--- src/rtl/i2c_txn_arbiter_if.sv ---
// Bundle of request-side and I2C-master-side signals around the transaction arbiter.
// The slave modport is the arbiter's view; master is the surrounding system/master view.
interface i2c_txn_arbiter_if #(
  parameter int NUM_REQ = 4,
  parameter int ID_W    = 2
);
  logic [NUM_REQ-1:0]   req;
  logic [NUM_REQ-1:0]   req_rw;
  logic [8*NUM_REQ-1:0] req_wdata;
  logic [NUM_REQ-1:0]   gnt;
  logic                 busy;
  logic                 done;
  logic [ID_W-1:0]      done_id;
  logic [7:0]           rdata;
  logic                 err;
  logic                 mst_rst;
  logic                 mst_rw;
  logic [7:0]           mst_data_in;
  logic [7:0]           mst_data_out;
  logic [2:0]           mst_state;

  modport slave (
    input  req, req_rw, req_wdata, mst_data_out, mst_state,
    output gnt, busy, done, done_id, rdata, err, mst_rst, mst_rw, mst_data_in
  );

  modport master (
    output req, req_rw, req_wdata, mst_data_out, mst_state,
    input  gnt, busy, done, done_id, rdata, err, mst_rst, mst_rw, mst_data_in
  );
endinterface

--- src/rtl/i2c_txn_arbiter.sv ---
// Round-robin arbiter that shares one single-byte I2C master among NUM_REQ requesters,
// sequencing master reset release, completion/timeout detection and re-reset.
module i2c_txn_arbiter #(
  parameter int       NUM_REQ     = 4,
  parameter int       ID_W        = 2,
  parameter int       TO_W        = 8,
  parameter int       TIMEOUT_CYC = 200,
  parameter int       RST_HOLD    = 2,
  parameter logic [2:0] MST_DONE  = 3'd5
) (
  input  logic clk,
  input  logic rst,
  i2c_txn_arbiter_if.slave bus
);

  localparam int SW = ID_W + 1;
  localparam int HW = (RST_HOLD > 1) ? $clog2(RST_HOLD) : 1;

  typedef enum logic [1:0] {
    ST_IDLE,
    ST_LAUNCH,
    ST_RUN,
    ST_RELEASE
  } state_e;

  state_e               state_q;
  logic [NUM_REQ-1:0]   gnt_q;
  logic                 busy_q;
  logic                 done_q;
  logic                 err_q;
  logic [ID_W-1:0]      done_id_q;
  logic [7:0]           rdata_q;
  logic                 mst_rst_q;
  logic                 mst_rw_q;
  logic [7:0]           mst_wdata_q;
  logic [ID_W-1:0]      win_q;
  logic [ID_W-1:0]      ptr_q;
  logic [TO_W-1:0]      timer_q;
  logic [HW-1:0]        hold_q;

  logic [ID_W-1:0]      cand_idx [NUM_REQ];
  logic [NUM_REQ-1:0]   cand_hit;
  logic [7:0]           wbyte [NUM_REQ];
  logic                 win_vld_d;
  logic [ID_W-1:0]      win_d;

  // Candidate gi is the requester gi+1 places after the last winner, wrapped.
  for (genvar gi = 0; gi < NUM_REQ; gi++) begin : g_cand
    logic [SW-1:0] sum;
    assign sum           = SW'(ptr_q) + SW'(gi + 1);
    assign cand_idx[gi]  = (sum >= SW'(NUM_REQ)) ? ID_W'(sum - SW'(NUM_REQ)) : ID_W'(sum);
    assign cand_hit[gi]  = bus.req[cand_idx[gi]];
    assign wbyte[gi]     = bus.req_wdata[8*gi +: 8];
  end

  always_comb begin
    win_vld_d = 1'b0;
    win_d     = '0;
    for (int k = NUM_REQ - 1; k >= 0; k--) begin
      if (cand_hit[k]) begin
        win_vld_d = 1'b1;
        win_d     = cand_idx[k];
      end
    end
  end

  always_ff @(posedge clk) begin
    if (!rst) begin
      state_q     <= ST_IDLE;
      gnt_q       <= '0;
      busy_q      <= 1'b0;
      done_q      <= 1'b0;
      err_q       <= 1'b0;
      done_id_q   <= '0;
      rdata_q     <= 8'h00;
      mst_rst_q   <= 1'b1;
      mst_rw_q    <= 1'b0;
      mst_wdata_q <= 8'h00;
      win_q       <= '0;
      ptr_q       <= ID_W'(NUM_REQ - 1);
      timer_q     <= '0;
      hold_q      <= '0;
    end else begin
      done_q <= 1'b0;
      err_q  <= 1'b0;
      case (state_q)
        ST_IDLE: begin
          mst_rst_q <= 1'b1;
          if (win_vld_d) begin
            gnt_q       <= NUM_REQ'(1) << win_d;
            win_q       <= win_d;
            mst_rw_q    <= bus.req_rw[win_d];
            mst_wdata_q <= wbyte[win_d];
            busy_q      <= 1'b1;
            mst_rst_q   <= 1'b0;
            state_q     <= ST_LAUNCH;
          end
        end
        ST_LAUNCH: begin
          timer_q <= '0;
          state_q <= ST_RUN;
        end
        ST_RUN: begin
          // Completion is checked before the timeout so a same-cycle DONE is not an error.
          if (bus.mst_state == MST_DONE) begin
            if (mst_rw_q) begin
              rdata_q <= bus.mst_data_out;
            end
            done_q    <= 1'b1;
            done_id_q <= win_q;
            mst_rst_q <= 1'b1;
            hold_q    <= '0;
            state_q   <= ST_RELEASE;
          end else if (timer_q == TO_W'(TIMEOUT_CYC - 1)) begin
            done_q    <= 1'b1;
            err_q     <= 1'b1;
            done_id_q <= win_q;
            mst_rst_q <= 1'b1;
            hold_q    <= '0;
            state_q   <= ST_RELEASE;
          end else begin
            timer_q <= timer_q + TO_W'(1);
          end
        end
        ST_RELEASE: begin
          if (hold_q == HW'(RST_HOLD - 1)) begin
            gnt_q   <= '0;
            busy_q  <= 1'b0;
            ptr_q   <= win_q;
            state_q <= ST_IDLE;
          end else begin
            hold_q <= hold_q + HW'(1);
          end
        end
        default: state_q <= ST_IDLE;
      endcase
    end
  end

  assign bus.gnt         = gnt_q;
  assign bus.busy        = busy_q;
  assign bus.done        = done_q;
  assign bus.done_id     = done_id_q;
  assign bus.rdata       = rdata_q;
  assign bus.err         = err_q;
  assign bus.mst_rst     = mst_rst_q;
  assign bus.mst_rw      = mst_rw_q;
  assign bus.mst_data_in = mst_wdata_q;

endmodule

--- src/flat_wrapper.sv ---
// flat-port wrapper written by rule: the top's interface ports become plain ports
module i2c_txn_arbiter_flat 
#(
  parameter int       NUM_REQ     = 4,
  parameter int       ID_W        = 2,
  parameter int       TO_W        = 8,
  parameter int       TIMEOUT_CYC = 200,
  parameter int       RST_HOLD    = 2,
  parameter logic [2:0] MST_DONE  = 3'd5
)
  (clk, rst, bus_req, bus_req_rw, bus_req_wdata, bus_mst_data_out, bus_mst_state, bus_gnt, bus_busy, bus_done, bus_done_id, bus_rdata, bus_err, bus_mst_rst, bus_mst_rw, bus_mst_data_in);
  i2c_txn_arbiter_if #(.NUM_REQ(NUM_REQ), .ID_W(ID_W)) bus_i ();
  input  logic clk;
  input  logic rst;
  input wire logic [$bits(bus_i.req)-1:0] bus_req;
  input wire logic [$bits(bus_i.req_rw)-1:0] bus_req_rw;
  input wire logic [$bits(bus_i.req_wdata)-1:0] bus_req_wdata;
  input wire logic [$bits(bus_i.mst_data_out)-1:0] bus_mst_data_out;
  input wire logic [$bits(bus_i.mst_state)-1:0] bus_mst_state;
  output wire logic [$bits(bus_i.gnt)-1:0] bus_gnt;
  output wire logic [$bits(bus_i.busy)-1:0] bus_busy;
  output wire logic [$bits(bus_i.done)-1:0] bus_done;
  output wire logic [$bits(bus_i.done_id)-1:0] bus_done_id;
  output wire logic [$bits(bus_i.rdata)-1:0] bus_rdata;
  output wire logic [$bits(bus_i.err)-1:0] bus_err;
  output wire logic [$bits(bus_i.mst_rst)-1:0] bus_mst_rst;
  output wire logic [$bits(bus_i.mst_rw)-1:0] bus_mst_rw;
  output wire logic [$bits(bus_i.mst_data_in)-1:0] bus_mst_data_in;
  assign bus_i.req = bus_req;
  assign bus_i.req_rw = bus_req_rw;
  assign bus_i.req_wdata = bus_req_wdata;
  assign bus_i.mst_data_out = bus_mst_data_out;
  assign bus_i.mst_state = bus_mst_state;
  assign bus_gnt = bus_i.gnt;
  assign bus_busy = bus_i.busy;
  assign bus_done = bus_i.done;
  assign bus_done_id = bus_i.done_id;
  assign bus_rdata = bus_i.rdata;
  assign bus_err = bus_i.err;
  assign bus_mst_rst = bus_i.mst_rst;
  assign bus_mst_rw = bus_i.mst_rw;
  assign bus_mst_data_in = bus_i.mst_data_in;
  i2c_txn_arbiter #(.NUM_REQ(NUM_REQ), .ID_W(ID_W), .TO_W(TO_W), .TIMEOUT_CYC(TIMEOUT_CYC), .RST_HOLD(RST_HOLD), .MST_DONE(MST_DONE)) u_core (.clk(clk), .rst(rst), .bus(bus_i));
endmodule
--- config.mk ---
export PLATFORM = sky130hd
export DESIGN_NAME = i2c_txn_arbiter_flat
export DESIGN_NICKNAME = d
export VERILOG_FILES = /design/src/rtl/i2c_txn_arbiter_if.sv /design/src/rtl/i2c_txn_arbiter.sv /design/src/flat_wrapper.sv
export SDC_FILE = /design/constraint.sdc
export NUM_CORES = 1
export LEC_CHECK = 0
export BUFFER_PORTS_ARGS = -buffer_cell sky130_fd_sc_hd__buf_2
export CAP_MARGIN = 0
export CORE_UTILIZATION = 52
export DETAILED_ROUTE_END_ITERATION = 6
export PLACE_DENSITY = 0.85
export SLEW_MARGIN = 5
export SYNTH_ARGS = -nofsm -noshare
export SYNTH_HDL_FRONTEND = slang
export SYNTH_SLANG_ARGS = --single-unit
export TNS_END_PERCENT = 1
--- constraint.sdc ---
create_clock -name clk -period 2.9 [get_ports clk]
set_input_delay 0.435 -clock clk [delete_from_list [all_inputs] [get_ports clk]]
set_output_delay 0.435 -clock clk [all_outputs]
set_load 0.01 [all_outputs]
==> summary.txt <==
Outcome = finished, final reports clean
Number of synthesized flops with an enable pin = 0
R2R depth = 5
Fin crit period = 2.21 ns
Final count of pins violating max slew = 0
Final Hold Viols = 0
Pleak = 0.00114 uW
Clock sinks = 42
Total of max-cap violations = 0
Async SR Flop Fraction = 0
RSZ-0062 raised after global routing = no
Core Util, Final = 0.681
Initial Util = 0.548
Worst Skew = 0.00720 ns
Critical path's largest stage delay = 0.61 ns
Crit path kind = flop to flop
Vias in the first global route = 1,797
Largest area contributor in the netlist = dfxtp_1
Synthesis-to-finish area growth = 24.4%
H-tree Lvls = 2
Post-Route WL = 4480 um
Non-Filler Instances = 344
CP max stage cell = nor2b_1
Share of the synthesized area in the top cell type = 0.413
GRT Total Usage = 0.228
Crit Path Max Fanout = 13
Core Footprint = 0.00372 mm2
Worst EP arrival = 2.35 ns
Ys flop type = dfxtp_1
Max rail drop VDD = 0.357 mV
Syn Std Cell Area = 0.00204 mm2
R2r setup slk = 0.69 ns
Final Net Count = 352
Setup TNS = 0 ns
Largest net degree at the start of global routing = 22
Mapped Avg Cell Area = 9.21 um2
Most frequent CP cell = nor2b_1
Syn. warnings = 0
PwrDens = 711 mW/mm2
#FFs+latches synth = 42
Num CTS Buffers = 5
CTS tree = built
Routed length on met3 = 173 um
Cell count after placement = 336
Tightest Pin Transition = 0.704 ns
Post-Syn Instances = 221
WL/cell = 13.0 um
Hold_buf cts = 0
Critical path, cell by cell = inv_1 > ha_1 > nor2b_1 > nor2b_1 > a221oi_1
Seq/Total Area, Yosys = 0.413
Vias per inst = 5.38
HP Start = bus_mst_data_out[2]
Die Y = 64.6 um
DRT antenna net count = 0
Top routing layer used = met4
# port buffers = 79
Initial antenna violation count = 0
Element type at the critical path end = flop
Period utilization = 0.761
Netlist cell types = 43
Setup Buffers After CTS = 0
WP data required = 3.04 ns
Most frequent cell after synthesis = dfxtp_1
Hold Path Sink = u_core.bus.rdata[2]
HPWL after DPL = 3330 um
Chip Width = 64.6 um
Maximum root-to-sink buffer count = 2
IO Count = 80
Drt first-iter violations = 53
Hold depth = 3
Die ar. = 0.00417 mm2
Worst hold path class = primary input to flop
CTS root buf = clkbuf_8
Crit path launch type = flop
Total gr overflow = 0
Reg-to-Reg End = u_core.bus.mst_data_in[2]
Fill cell count = 300
Fmax = 453 MHz
Vias = 1,852
Cells taking the most area after synthesis = dfxtp_1 41%, mux2i_1 14%, a21oi_1 3.9%
Reg clk slew, reported paths = 0.08 ns
Clk_lat worst skew = 0.29 ns
Met2 WL = 2150 um
# rows = 22
Gates resized, CTS repair = 0
Final setup viols = 0
Wire length on met1 = 2050 um
First-pass GRT wire length = 7510 um
Reg2reg start = u_core.state_q[0]
Syn Nets = 278
Layout cells sized above 1 = 0.307
DRC Markers = 0
First-pass detailed-route iteration total = 4
# diodes = 0
Commonest cells in the netlist = 42 x dfxtp_1, 28 x mux2i_1, 20 x nor2_1
GPL Wtd Cong = 0.895
Worst slew margin = 0.526
-- layer usage --
metal  track usage  vias up
li1              -      945
met1         0.272      845
met2         0.401       51
met3        0.0352       11
met5             0        -
met4        0.0972        0
-- how the worst max path moves through the flow --
stage / startpoint / end / slack, ns / cells past startpoint
floorplan: u_core.state_q[0] / u_core.bus.gnt[1] / 1.05 / 7
global placement: u_core.state_q[0] / u_core.bus.mst_data_in[3] / 0.76 / 5
detailed placement: u_core.state_q[0] / u_core.bus.mst_data_in[2] / 0.71 / 5
CTS: u_core.state_q[0] / u_core.bus.mst_data_in[2] / 0.70 / 5
global route: u_core.state_q[0] / u_core.bus.mst_data_in[1] / 0.38 / 5
finish: u_core.state_q[0] / u_core.bus.mst_data_in[2] / 0.69 / 5
-- cell type report --
cell class / count / area, um2 / area share
multi-input cells: 159 / 1090 / 0.431
flip-flops and latches: 42 / 841 / 0.332
repair buffers: 80 / 403 / 0.159
clock buffers: 6 / 72.6 / 0.0287
well taps: 48 / 60.1 / 0.0237
clock inverters: 2 / 37.5 / 0.0148
inverters: 7 / 26.3 / 0.0104
-- critical path, delay by kind of cell (launching register included) --
kind | cells | cell delay, ns
AOI/OAI and AO/OA | 1 | 0.19
adders and majority gates | 1 | 0.25
buffers and inverters | 1 | 0.09
DFF | 1 | 0.32
and+or+nand+nor | 2 | 1.20
-- kinds of logic after synthesis --
family | synth area share
simple gates | 0.179
compound gates | 0.174
flops | 0.413
mux | 0.138
buf+inv | 0.0541
xor+xnor | 0.0172
fa+ha+maj | 0.0246
-- stage by stage --
stage	instance area [um2]	setup slack (ns)	total power, uW	hold slack [ns]
after floorplan	2040	1.05	1220	0.441
after global placement	2420	0.764	1340	0.437
after detailed placement	2420	0.706	1360	0.446
after CTS	2530	0.702	1810	0.375
after global routing	2530	0.383	1920	0.379
final	2530	0.693	1800	0.383
-- cells in the final DEF, fill, tap and decap left out, types with 2 or more instances in the layout --
master     n
o31ai_1    2
nand2_1   17
or4b_1     2
o21ai_0   15
ha_1       4
dfxtp_1   42
or4_1      2
nand3_1    8
o21a_1     3
buf_2     79
xnor2_1    4
a221oi_1   9
inv_1      7
mux2i_1   28
a21oi_1   16
nor2b_1    4
nand2b_1   3
nor2_1    20
a211oi_1   3
clkbuf_8   5
-- report_power, final --
| group | internal (uW) | switching (uW) |
|---|---|---|
| logic | 251 | 368 |
| registers | 674 | 59.1 |
| clock network | 257 | 191 |
| total | 1180 | 618 |
-- flip-flops by register name, summed over array words and instances, names as in the netlist --
name	flops
u_core.hold_q	1
u_core.bus.gnt	4
u_core.bus.mst_rw	1
u_core.bus.mst_data_in	8
u_core.timer_q	8
u_core.bus.done_id	2
u_core.bus.busy	1
u_core.ptr_q	2
u_core.bus.rdata	8
u_core.state_q	2
u_core.bus.err	1
u_core.win_q	2
u_core.bus.mst_rst	1
u_core.bus.done	1
No activity file was read; power rests on OpenSTA's default activity.
